File: config.mk
export PLATFORM = sky130hd
export DESIGN_NAME = vga_world_to_screen_flat
export DESIGN_NICKNAME = d
export VERILOG_FILES = /design/src/rtl/vga_world_to_screen_if.sv /design/src/rtl/vga_world_to_screen.sv /design/src/flat_wrapper.sv
export SDC_FILE = /design/constraint.sdc
export NUM_CORES = 1
export LEC_CHECK = 0
export ABC_AREA = 0
export BUFFER_PORTS_ARGS = -buffer_cell sky130_fd_sc_hd__buf_2
export CAP_MARGIN = 20
export CORE_UTILIZATION = 55
export CTS_BUF_LIST = sky130_fd_sc_hd__clkbuf_4
export CTS_CLUSTER_DIAMETER = 30
export DETAILED_ROUTE_END_ITERATION = 10
export GPL_ROUTABILITY_DRIVEN = 0
export PLACE_DENSITY = 0.77
export SKIP_CTS_REPAIR_TIMING = 1
export SLEW_MARGIN = 40
export SYNTH_ARGS = -nofsm -noshare
export SYNTH_HDL_FRONTEND = slang
export SYNTH_SLANG_ARGS = --single-unit
export TNS_END_PERCENT = 10
File: constraint.sdc
create_clock -name clk -period 8.55 [get_ports clk]
set_input_delay 0.855 -clock clk [delete_from_list [all_inputs] [get_ports clk]]
set_output_delay 0.855 -clock clk [all_outputs]
set_load 0.05 [all_outputs]
File: src/rtl/vga_world_to_screen_if.sv
// Request/result bundle for vga_world_to_screen.
// W2S_CENTER_EN adds the cell-center outputs.
interface vga_world_to_screen_if;
  logic        req;
  logic [6:0]  world_row;
  logic [6:0]  world_column;
  logic        busy;
  logic        done;
  logic [11:0] pixel_row_start;
  logic [11:0] pixel_row_end;
  logic [11:0] pixel_col_start;
  logic [11:0] pixel_col_end;
  logic        off_screen;
`ifdef W2S_CENTER_EN
  logic [11:0] pixel_row_center;
  logic [11:0] pixel_col_center;

  modport master (
    output req, world_row, world_column,
    input  busy, done, pixel_row_start, pixel_row_end,
    input  pixel_col_start, pixel_col_end, off_screen,
    input  pixel_row_center, pixel_col_center
  );
  modport slave (
    input  req, world_row, world_column,
    output busy, done, pixel_row_start, pixel_row_end,
    output pixel_col_start, pixel_col_end, off_screen,
    output pixel_row_center, pixel_col_center
  );
`else
  modport master (
    output req, world_row, world_column,
    input  busy, done, pixel_row_start, pixel_row_end,
    input  pixel_col_start, pixel_col_end, off_screen
  );
  modport slave (
    input  req, world_row, world_column,
    output busy, done, pixel_row_start, pixel_row_end,
    output pixel_col_start, pixel_col_end, off_screen
  );
`endif
endinterface

File: src/rtl/vga_world_to_screen.sv
// World cell -> screen pixel rectangle, computed by repeated addition (no multipliers).
// Optional macro W2S_CENTER_EN adds registered cell-center outputs.
//
//   state   | meaning
//   IDLE    | waiting for req; inputs captured on acceptance
//   CALC    | accumulating ratio steps until cnt reaches max(row, col)
//   DONE    | one-cycle done pulse, results valid
module vga_world_to_screen #(
  parameter int SCREEN_TO_WORLD_RATIO_COL = 6,
  parameter int SCREEN_TO_WORLD_RATIO_ROW = 6,
  parameter int WORLD_COLS                = 128,
  parameter int WORLD_ROWS                = 128,
  parameter int MARGIN                    = 128,
  parameter int SCREEN_COLS               = 1024,
  parameter int SCREEN_ROWS               = 768
) (
  input logic               clk,
  input logic               reset,
  vga_world_to_screen_if.slave bus
);
  localparam logic [1:0] ST_IDLE = 2'd0;
  localparam logic [1:0] ST_CALC = 2'd1;
  localparam logic [1:0] ST_DONE = 2'd2;

  logic [1:0]  state;
  logic [6:0]  r_row, r_col, cnt, cnt_max;
  logic [11:0] row_acc, col_acc;
  logic [11:0] row_start_q, row_end_q, col_start_q, col_end_q;
  logic        off_q;

  // 32-bit intermediates keep the pre-wrap value so carries out of bit 11 are visible
  logic [31:0] row_end_w, col_start_w, col_end_w;
  logic        world_oob, off_next;

  assign cnt_max     = (r_row > r_col) ? r_row : r_col;
  assign row_end_w   = 32'(row_acc) + 32'(SCREEN_TO_WORLD_RATIO_ROW) - 32'd1;
  assign col_start_w = 32'(col_acc) + 32'(MARGIN);
  assign col_end_w   = col_start_w + 32'(SCREEN_TO_WORLD_RATIO_COL) - 32'd1;
  assign world_oob   = (32'(r_row) >= 32'(WORLD_ROWS)) | (32'(r_col) >= 32'(WORLD_COLS));
  assign off_next    = world_oob
                     | (row_end_w > 32'(SCREEN_ROWS - 1))
                     | (col_end_w > 32'(SCREEN_COLS - 1))
                     | (|row_end_w[31:12]) | (|col_end_w[31:12]);

`ifdef W2S_CENTER_EN
  logic [11:0] row_center_q, col_center_q;
`endif

  always_ff @(posedge clk) begin
    if (reset) begin
      state       <= ST_IDLE;
      r_row       <= '0;
      r_col       <= '0;
      cnt         <= '0;
      row_acc     <= '0;
      col_acc     <= '0;
      row_start_q <= '0;
      row_end_q   <= '0;
      col_start_q <= '0;
      col_end_q   <= '0;
      off_q       <= 1'b0;
`ifdef W2S_CENTER_EN
      row_center_q <= '0;
      col_center_q <= '0;
`endif
    end else begin
      case (state)
        ST_IDLE: begin
          if (bus.req) begin
            r_row   <= bus.world_row;
            r_col   <= bus.world_column;
            cnt     <= '0;
            row_acc <= '0;
            col_acc <= '0;
            state   <= ST_CALC;
          end
        end
        ST_CALC: begin
          if (cnt == cnt_max) begin
            row_start_q <= row_acc;
            row_end_q   <= row_end_w[11:0];
            col_start_q <= col_start_w[11:0];
            col_end_q   <= col_end_w[11:0];
            off_q       <= off_next;
`ifdef W2S_CENTER_EN
            row_center_q <= row_acc + 12'(SCREEN_TO_WORLD_RATIO_ROW >> 1);
            col_center_q <= col_start_w[11:0] + 12'(SCREEN_TO_WORLD_RATIO_COL >> 1);
`endif
            state <= ST_DONE;
          end else begin
            if (cnt < r_row) row_acc <= row_acc + 12'(SCREEN_TO_WORLD_RATIO_ROW);
            if (cnt < r_col) col_acc <= col_acc + 12'(SCREEN_TO_WORLD_RATIO_COL);
            cnt <= cnt + 7'd1;
          end
        end
        ST_DONE: state <= ST_IDLE;
        default: state <= ST_IDLE;
      endcase
    end
  end

  assign bus.busy            = (state != ST_IDLE);
  assign bus.done            = (state == ST_DONE);
  assign bus.pixel_row_start = row_start_q;
  assign bus.pixel_row_end   = row_end_q;
  assign bus.pixel_col_start = col_start_q;
  assign bus.pixel_col_end   = col_end_q;
  assign bus.off_screen      = off_q;
`ifdef W2S_CENTER_EN
  assign bus.pixel_row_center = row_center_q;
  assign bus.pixel_col_center = col_center_q;
`endif
endmodule

File: src/flat_wrapper.sv
// flat-port wrapper written by rule: the top's interface ports become plain ports
module vga_world_to_screen_flat 
#(
  parameter int SCREEN_TO_WORLD_RATIO_COL = 6,
  parameter int SCREEN_TO_WORLD_RATIO_ROW = 6,
  parameter int WORLD_COLS                = 128,
  parameter int WORLD_ROWS                = 128,
  parameter int MARGIN                    = 128,
  parameter int SCREEN_COLS               = 1024,
  parameter int SCREEN_ROWS               = 768
)
  (clk, reset, bus_req, bus_world_row, bus_world_column, bus_busy, bus_done, bus_pixel_row_start, bus_pixel_row_end, bus_pixel_col_start, bus_pixel_col_end, bus_off_screen);
  vga_world_to_screen_if bus_i ();
  input logic clk;
  input logic reset;
  input wire logic [$bits(bus_i.req)-1:0] bus_req;
  input wire logic [$bits(bus_i.world_row)-1:0] bus_world_row;
  input wire logic [$bits(bus_i.world_column)-1:0] bus_world_column;
  output wire logic [$bits(bus_i.busy)-1:0] bus_busy;
  output wire logic [$bits(bus_i.done)-1:0] bus_done;
  output wire logic [$bits(bus_i.pixel_row_start)-1:0] bus_pixel_row_start;
  output wire logic [$bits(bus_i.pixel_row_end)-1:0] bus_pixel_row_end;
  output wire logic [$bits(bus_i.pixel_col_start)-1:0] bus_pixel_col_start;
  output wire logic [$bits(bus_i.pixel_col_end)-1:0] bus_pixel_col_end;
  output wire logic [$bits(bus_i.off_screen)-1:0] bus_off_screen;
  assign bus_i.req = bus_req;
  assign bus_i.world_row = bus_world_row;
  assign bus_i.world_column = bus_world_column;
  assign bus_busy = bus_i.busy;
  assign bus_done = bus_i.done;
  assign bus_pixel_row_start = bus_i.pixel_row_start;
  assign bus_pixel_row_end = bus_i.pixel_row_end;
  assign bus_pixel_col_start = bus_i.pixel_col_start;
  assign bus_pixel_col_end = bus_i.pixel_col_end;
  assign bus_off_screen = bus_i.off_screen;
  vga_world_to_screen #(.SCREEN_TO_WORLD_RATIO_COL(SCREEN_TO_WORLD_RATIO_COL), .SCREEN_TO_WORLD_RATIO_ROW(SCREEN_TO_WORLD_RATIO_ROW), .WORLD_COLS(WORLD_COLS), .WORLD_ROWS(WORLD_ROWS), .MARGIN(MARGIN), .SCREEN_COLS(SCREEN_COLS), .SCREEN_ROWS(SCREEN_ROWS)) u_core (.clk(clk), .reset(reset), .bus(bus_i));
endmodule
==> Word-level counts from Yosys, hierarchy flattened <==
Index checks and enable logic that the tools add are counted.
{ "totals": {"ff_bits": 96, "latch_bits": 0, "ram_bits": 0, "rom_bits": 0, "input_bits": 17, "out_inout_bits": 51, "memories": 0} }
{ "classes": {"add_sub_neg": 8, "n_mul": 0, "div_mod_pow": 0, "magnitude_cmp": 5, "n_eq_ne": 8, "shift": 0, "muxes": 14, "bitwise": 3, "reduce_logical": 11} }
{ "ops": {"columns": ["operator", "n"], "rows": [
  ["32-bit by 10-bit greater-than comparator with 1-bit output (second input constant)", 2],
  ["32-bit by 1-bit subtractor with 32-bit output (second input constant)", 2],
  ["12-bit 2-to-1 mux", 5],
  ["12-bit case mux with 2 select lines", 2],
  ["20-bit OR reduction", 2],
  ["32-bit by 3-bit adder with 32-bit output (second input constant)", 1],
  ["12-bit by 3-bit adder with 12-bit output (second input constant)", 2],
  ["7-bit 2-to-1 mux", 3],
  ["7-bit < comparator", 2],
  ["7-bit case mux with 2 select lines", 1],
  ["12-bit by 3-bit adder with 13-bit output (second input constant)", 1],
  ["12-bit by 8-bit adder with 13-bit output (second input constant)", 1],
  ["4-bit AND reduction", 2],
  ["7-bit by 1-bit adder with 7-bit output (second input constant)", 1],
  ["7-bit equality test", 1],
  ["7-bit greater-than comparator", 1],
  ["2-bit by 1-bit != test with 1-bit output (second input constant)", 3],
  ["2-bit AND reduction", 3],
  ["2-bit 2-to-1 mux", 2],
  ["2-bit != test (second input constant)", 2],
  ["2-bit case mux with 2 select lines", 1],
  ["2-bit nonzero test", 2],
  ["1-bit OR", 3],
  ["3-bit AND reduction", 1],
  ["other kinds (3)", 3]
]} }

==> Longest topological paths before layout <==
{ "depth": {"word_depth": 7, "ltp_mapped": 13, "ltp_nobuf": 13} }

==> Least setup slack after synthesis <==
Ideal clock, no wire load.
{ "synth_path": {"path_kind": "register -> register", "start": "register u_core.r_col[2]", "end": "register u_core.row_acc[9]", "setup_time_ns": 0.117, "arrival_ns": 2.875, "required_ns": 8.433, "path_slack_ns": 5.558, "path_stages_with_launch": 14, "synth_period_minus_slack_ns": 2.992, "cell_sequence": "dfxtp_1 inv_1 ha_1 and3b_1 o2111ai_1 o31ai_1 or3_1 a2111o_1 or3_1 buf_6 o21ai_4 buf_6 nor2_4 a32o_1"} }
{ "synth_via": {"elab_chain_len": 5} }
{ "synth_rtl": {"columns": ["element", "line_no", "source"], "rows": [
  ["start, declared", "vga_world_to_screen.sv:26", "logic [6:0] r_row, r_col, cnt, cnt_max;"],
  ["start signal, assigned", "vga_world_to_screen.sv:71", "r_col <= bus.world_column;"],
  ["7-bit greater-than comparator", "vga_world_to_screen.sv:35", "assign cnt_max = (r_row > r_col) ? r_row : r_col;"],
  ["7-bit 2-to-1 mux (*)", "vga_world_to_screen.sv:35", null],
  ["7-bit equality test (*)", "vga_world_to_screen.sv:79", "if (cnt == cnt_max) begin"],
  ["2-bit != test (no source line) (*)", null, null],
  ["4-bit AND reduction (no source line) (*)", null, null],
  ["end signal, assigned", "vga_world_to_screen.sv:91", "if (cnt < r_row) row_acc <= row_acc + 12'(SCREEN_TO_WORLD_RATIO_ROW);"],
  ["end, declared", "vga_world_to_screen.sv:27", "logic [11:0] row_acc, col_acc;"]
]} }
Mark *: on every way between the ends. The rest lies on a longest branch, timed or not.
A chain may end at the register's enable or synchronous reset.

==> Final worst setup path <==
{ "layout_path": {"start": "register u_core.r_col[2]", "end": "register u_core.col_acc[11]"} }
{ "layout_via": {"elab_chain_len": 5, "elab_cells_between_ends": 7} }
{ "layout_rtl": {"columns": ["element", "line_no", "source"], "rows": [
  ["7-bit greater-than comparator", "vga_world_to_screen.sv:35", null],
  ["7-bit 2-to-1 mux", "vga_world_to_screen.sv:35", null],
  ["7-bit equality test", "vga_world_to_screen.sv:79", null],
  ["2-bit != test (no source line)", null, null],
  ["4-bit AND reduction (no source line) (*)", null, null],
  ["end signal, assigned", "vga_world_to_screen.sv:92", "if (cnt < r_col) col_acc <= col_acc + 12'(SCREEN_TO_WORLD_RATIO_COL);"],
  ["end, declared", "vga_world_to_screen.sv:27", null]
]} }
Marks and branches as above.

==> summary.md <==
| Metric | Value |
|---|---|
| Post-Synth XOR/XNOR Area | 5.28% |
| Setup ws final | 4.94 ns |
| Post-route insts no fill | 762 |
| Area growth syn-to-layout | 9.54% |
| Via density | 5.74 |
| Die ar. | 9130 um^2 |
| Global routing usage on met3 | 3.75% |
| Setup TNS | 0 ns |
| Critical path class | flop to flop |
| Gr usage total | 26.1% |
| Critical Path Sink Type | flop |
| CTS tree | yes |
| Clock sinks | 89 |
| Critical path required time | 8.93 ns |
| Status | finished, final reports clean |
| Max-cap violations | 0 |
| Placed Area | 5100 um^2 |
| Die Y | 95.6 um |
| Antenna violations before repair | 0 |
| # placed instances | 746 |
| Via count | 4374 |
| Share of cells above drive strength 1 | 14.6% |
| Fin. max-slew vios | 0 |
| Arr. time, crit path | 4.00 ns |
| Commonest cells after routing, fill and taps aside | nand2_1 (115), dfxtp_1 (89), a21oi_1 (70) |
| Main combinational cell family by area after synthesis | simple AND/OR/NAND/NOR gates |
| Leakage | 2.07 nW |
| Core Box Area | 8340 um^2 |
| Die width | 95.6 um |
| Hold_sp | u_core.bus.pixel_row_start[3] |
| Layout Nets | 695 |
| 1st-pass router iterations | 5 |
| CP startpoint | u_core.r_col[2] |
| R2r startpoint | u_core.r_col[2] |
| CP max FO | 37 |
| Starting density of the core | 57.7% |
| Post-synthesis register bit count | 89 |
| Final hold violations | 0 |
| Area leader, netlist | dfxtp_1 |
| FMAX | 277 MHz |
| Port bufs | 65 |
| EDFF count, synth | 0 |
| Synthesized area | 4810 um^2 |
| Ys Warns | 0 |
| Pre-CTS setup slack | 5.01 ns |
| Power density cells | 219 nW/um^2 |
| First-pass GRT wire length | 18700 um |
| Synthesized-area fraction occupied by adder cells | 6.76% |
| Final Setup Violations | 0 |
| Relative slew slack | 48.1% |
| RSZ-0062 raised after global routing | no |
| ANT cells | 0 |
| Clk_lat worst skew | 0.46 ns |
| Seq/Total Area, Yosys | 37.0% |
| DRC Markers | 0 |
| Asr flop ratio synth | 0% |
| Dominant synthesized flop cell | dfxtp_1 |
| Tot Pwr | 1.15 mW |
| CTS Buf Count | 9 |
| Final wirelength | 11000 um |
| Area contributors post-synth | dfxtp_1 (37%), nand2_1 (9.0%), a21oi_1 (7.3%), ha_1 (6.8%), nor2_1 (2.9%) |
| DRT iter0 DRCs | 191 |
| Busiest grt layer | met2 |
| Clock Path Buffers | 2 |
| Clock Skew | 0.0258 ns |
| Largest net degree at the start of global routing | 77 |
| VDD IR max | 0.103 mV |
| Post-synth top area share | 37.0% |
| Post-Syn Area per Cell | 7.86 um^2 |
| Slew @ Worst Pin | 0.779 ns |
| Final Instance Area | 5270 um^2 |
| Vias in the first global route | 4052 |
| Clock root buffer | clkbuf_4 |
| Cell row count | 33 |
| Cell variety after synth | 56 |
| Post-synthesis mux area share | 1.07% |
| Final critical-path required period | 3.61 ns |
| Total gr overflow | 0 |
| Antenna violation net count after detailed routing | 0 |
| M1 GR Usage | 33.1% |
| Compound-Gate Fraction of Synth Area | 20.6% |
| Dpl hpwl | 7920 um |
| Commonest non-fill, non-tap cell in the layout | nand2_1 |
| I/O Pins | 68 |
| Fin crit share | 42.3% |
| Worst-path clk slew | 0.15 ns |
| CTS H-tree depth | 3 |
| Min-delay worst type | flop to flop |
| Startpoint Class | flop |
| Global routing usage on met2 | 44.3% |
| Simple-Gate Fraction of Synth Area | 23.1% |
| Routed length per placed instance | 14.5 um |
| Syn Inst Count | 612 |
## metal layers
layer	up-vias	part of all wire, %	wire length [um]
li1	2202	-	-
met1	2012	45	5020
met2	141	47	5240
met3	19	5.0	548
met4	0	2.0	226
met5	-	0	0
## kinds of logic (layout without fill, tap and decap cells)
group,Yosys count,count (layout)
adders and majority gates,26,26
other,1,2
AOI/OAI and AO/OA,159,159
and+or+nand+nor,239,239
buffers and inverters,64,108
xor gates and xnor gates,29,29
DFF,89,89
muxes,5,5
## worst max-delay path, cell delays in order (launching register included)
cell,delay (ns)
dfxtp_1,0.37
inv_1,0.09
ha_1,0.34
and3b_1,0.23
o21a_1,0.20
o21ai_0,0.30
mux2_2,0.38
o211ai_1,0.15
or3_1,0.16
buf_4,0.36
o21ai_2,0.25
or4_1,0.56
a21oi_1,0.14
## state kept, by name, indices dropped and copies added, names as in the netlist, 2 cells and up
signal,cells
u_core.bus.pixel_row_start,10
u_core.col_acc,11
u_core.row_acc,11
u_core.cnt,7
u_core.state,2
u_core.r_col,7
u_core.r_row,7
u_core.bus.pixel_col_end,10
u_core.bus.pixel_row_end,12
u_core.bus.pixel_col_start,11
## cell usage after synthesis, drive strengths merged (14+ instances only)
master	n
o21ai	23
nor2	38
a21oi	70
clkbuf	24
buf	16
nand2	115
xnor2	14
or3	16
a211oi	14
xor2	15
inv	24
nand3	16
dfxtp	89
ha	26
## metrics by stage
stage / util [%] / hold WS, ns
3_3_place_gp: 61.1 / 0.438
2_1_floorplan: - / 0.436
5_1_grt: 63.2 / 0.494
6_report: 63.2 / 0.463
4_1_cts: 63.2 / 0.467
3_5_place_dp: 61.1 / 0.446
## path summary, 6_finish.rpt
path	to	slack [ns]	cells past startpoint
max	u_core.col_acc[11]	4.94	12
min	u_core.bus.pixel_row_start[3]	0.46	2
max reg2reg	u_core.col_acc[11]	4.94	12
min reg2reg	u_core.bus.pixel_row_start[3]	0.46	2
## final cells by class
cell class	count	area (um^2)
Clock buffer	9	67.6
Timing Repair Buffer	68	348
Multi-Input combinational cell	460	2750
Fill cell	763	3070
Sequential cell	89	1780
Clock inverter	7	105
Inverter	24	90.1
Tap cell	105	131
## report_power, final
group	internal (mW)	switching (mW)	leakage, nW
sequential	0.447	0.0294	0.721
clock	0.121	0.156	0.0869
combinational	0.117	0.282	1.26
Note: power is estimated with default switching activity, not from simulation.
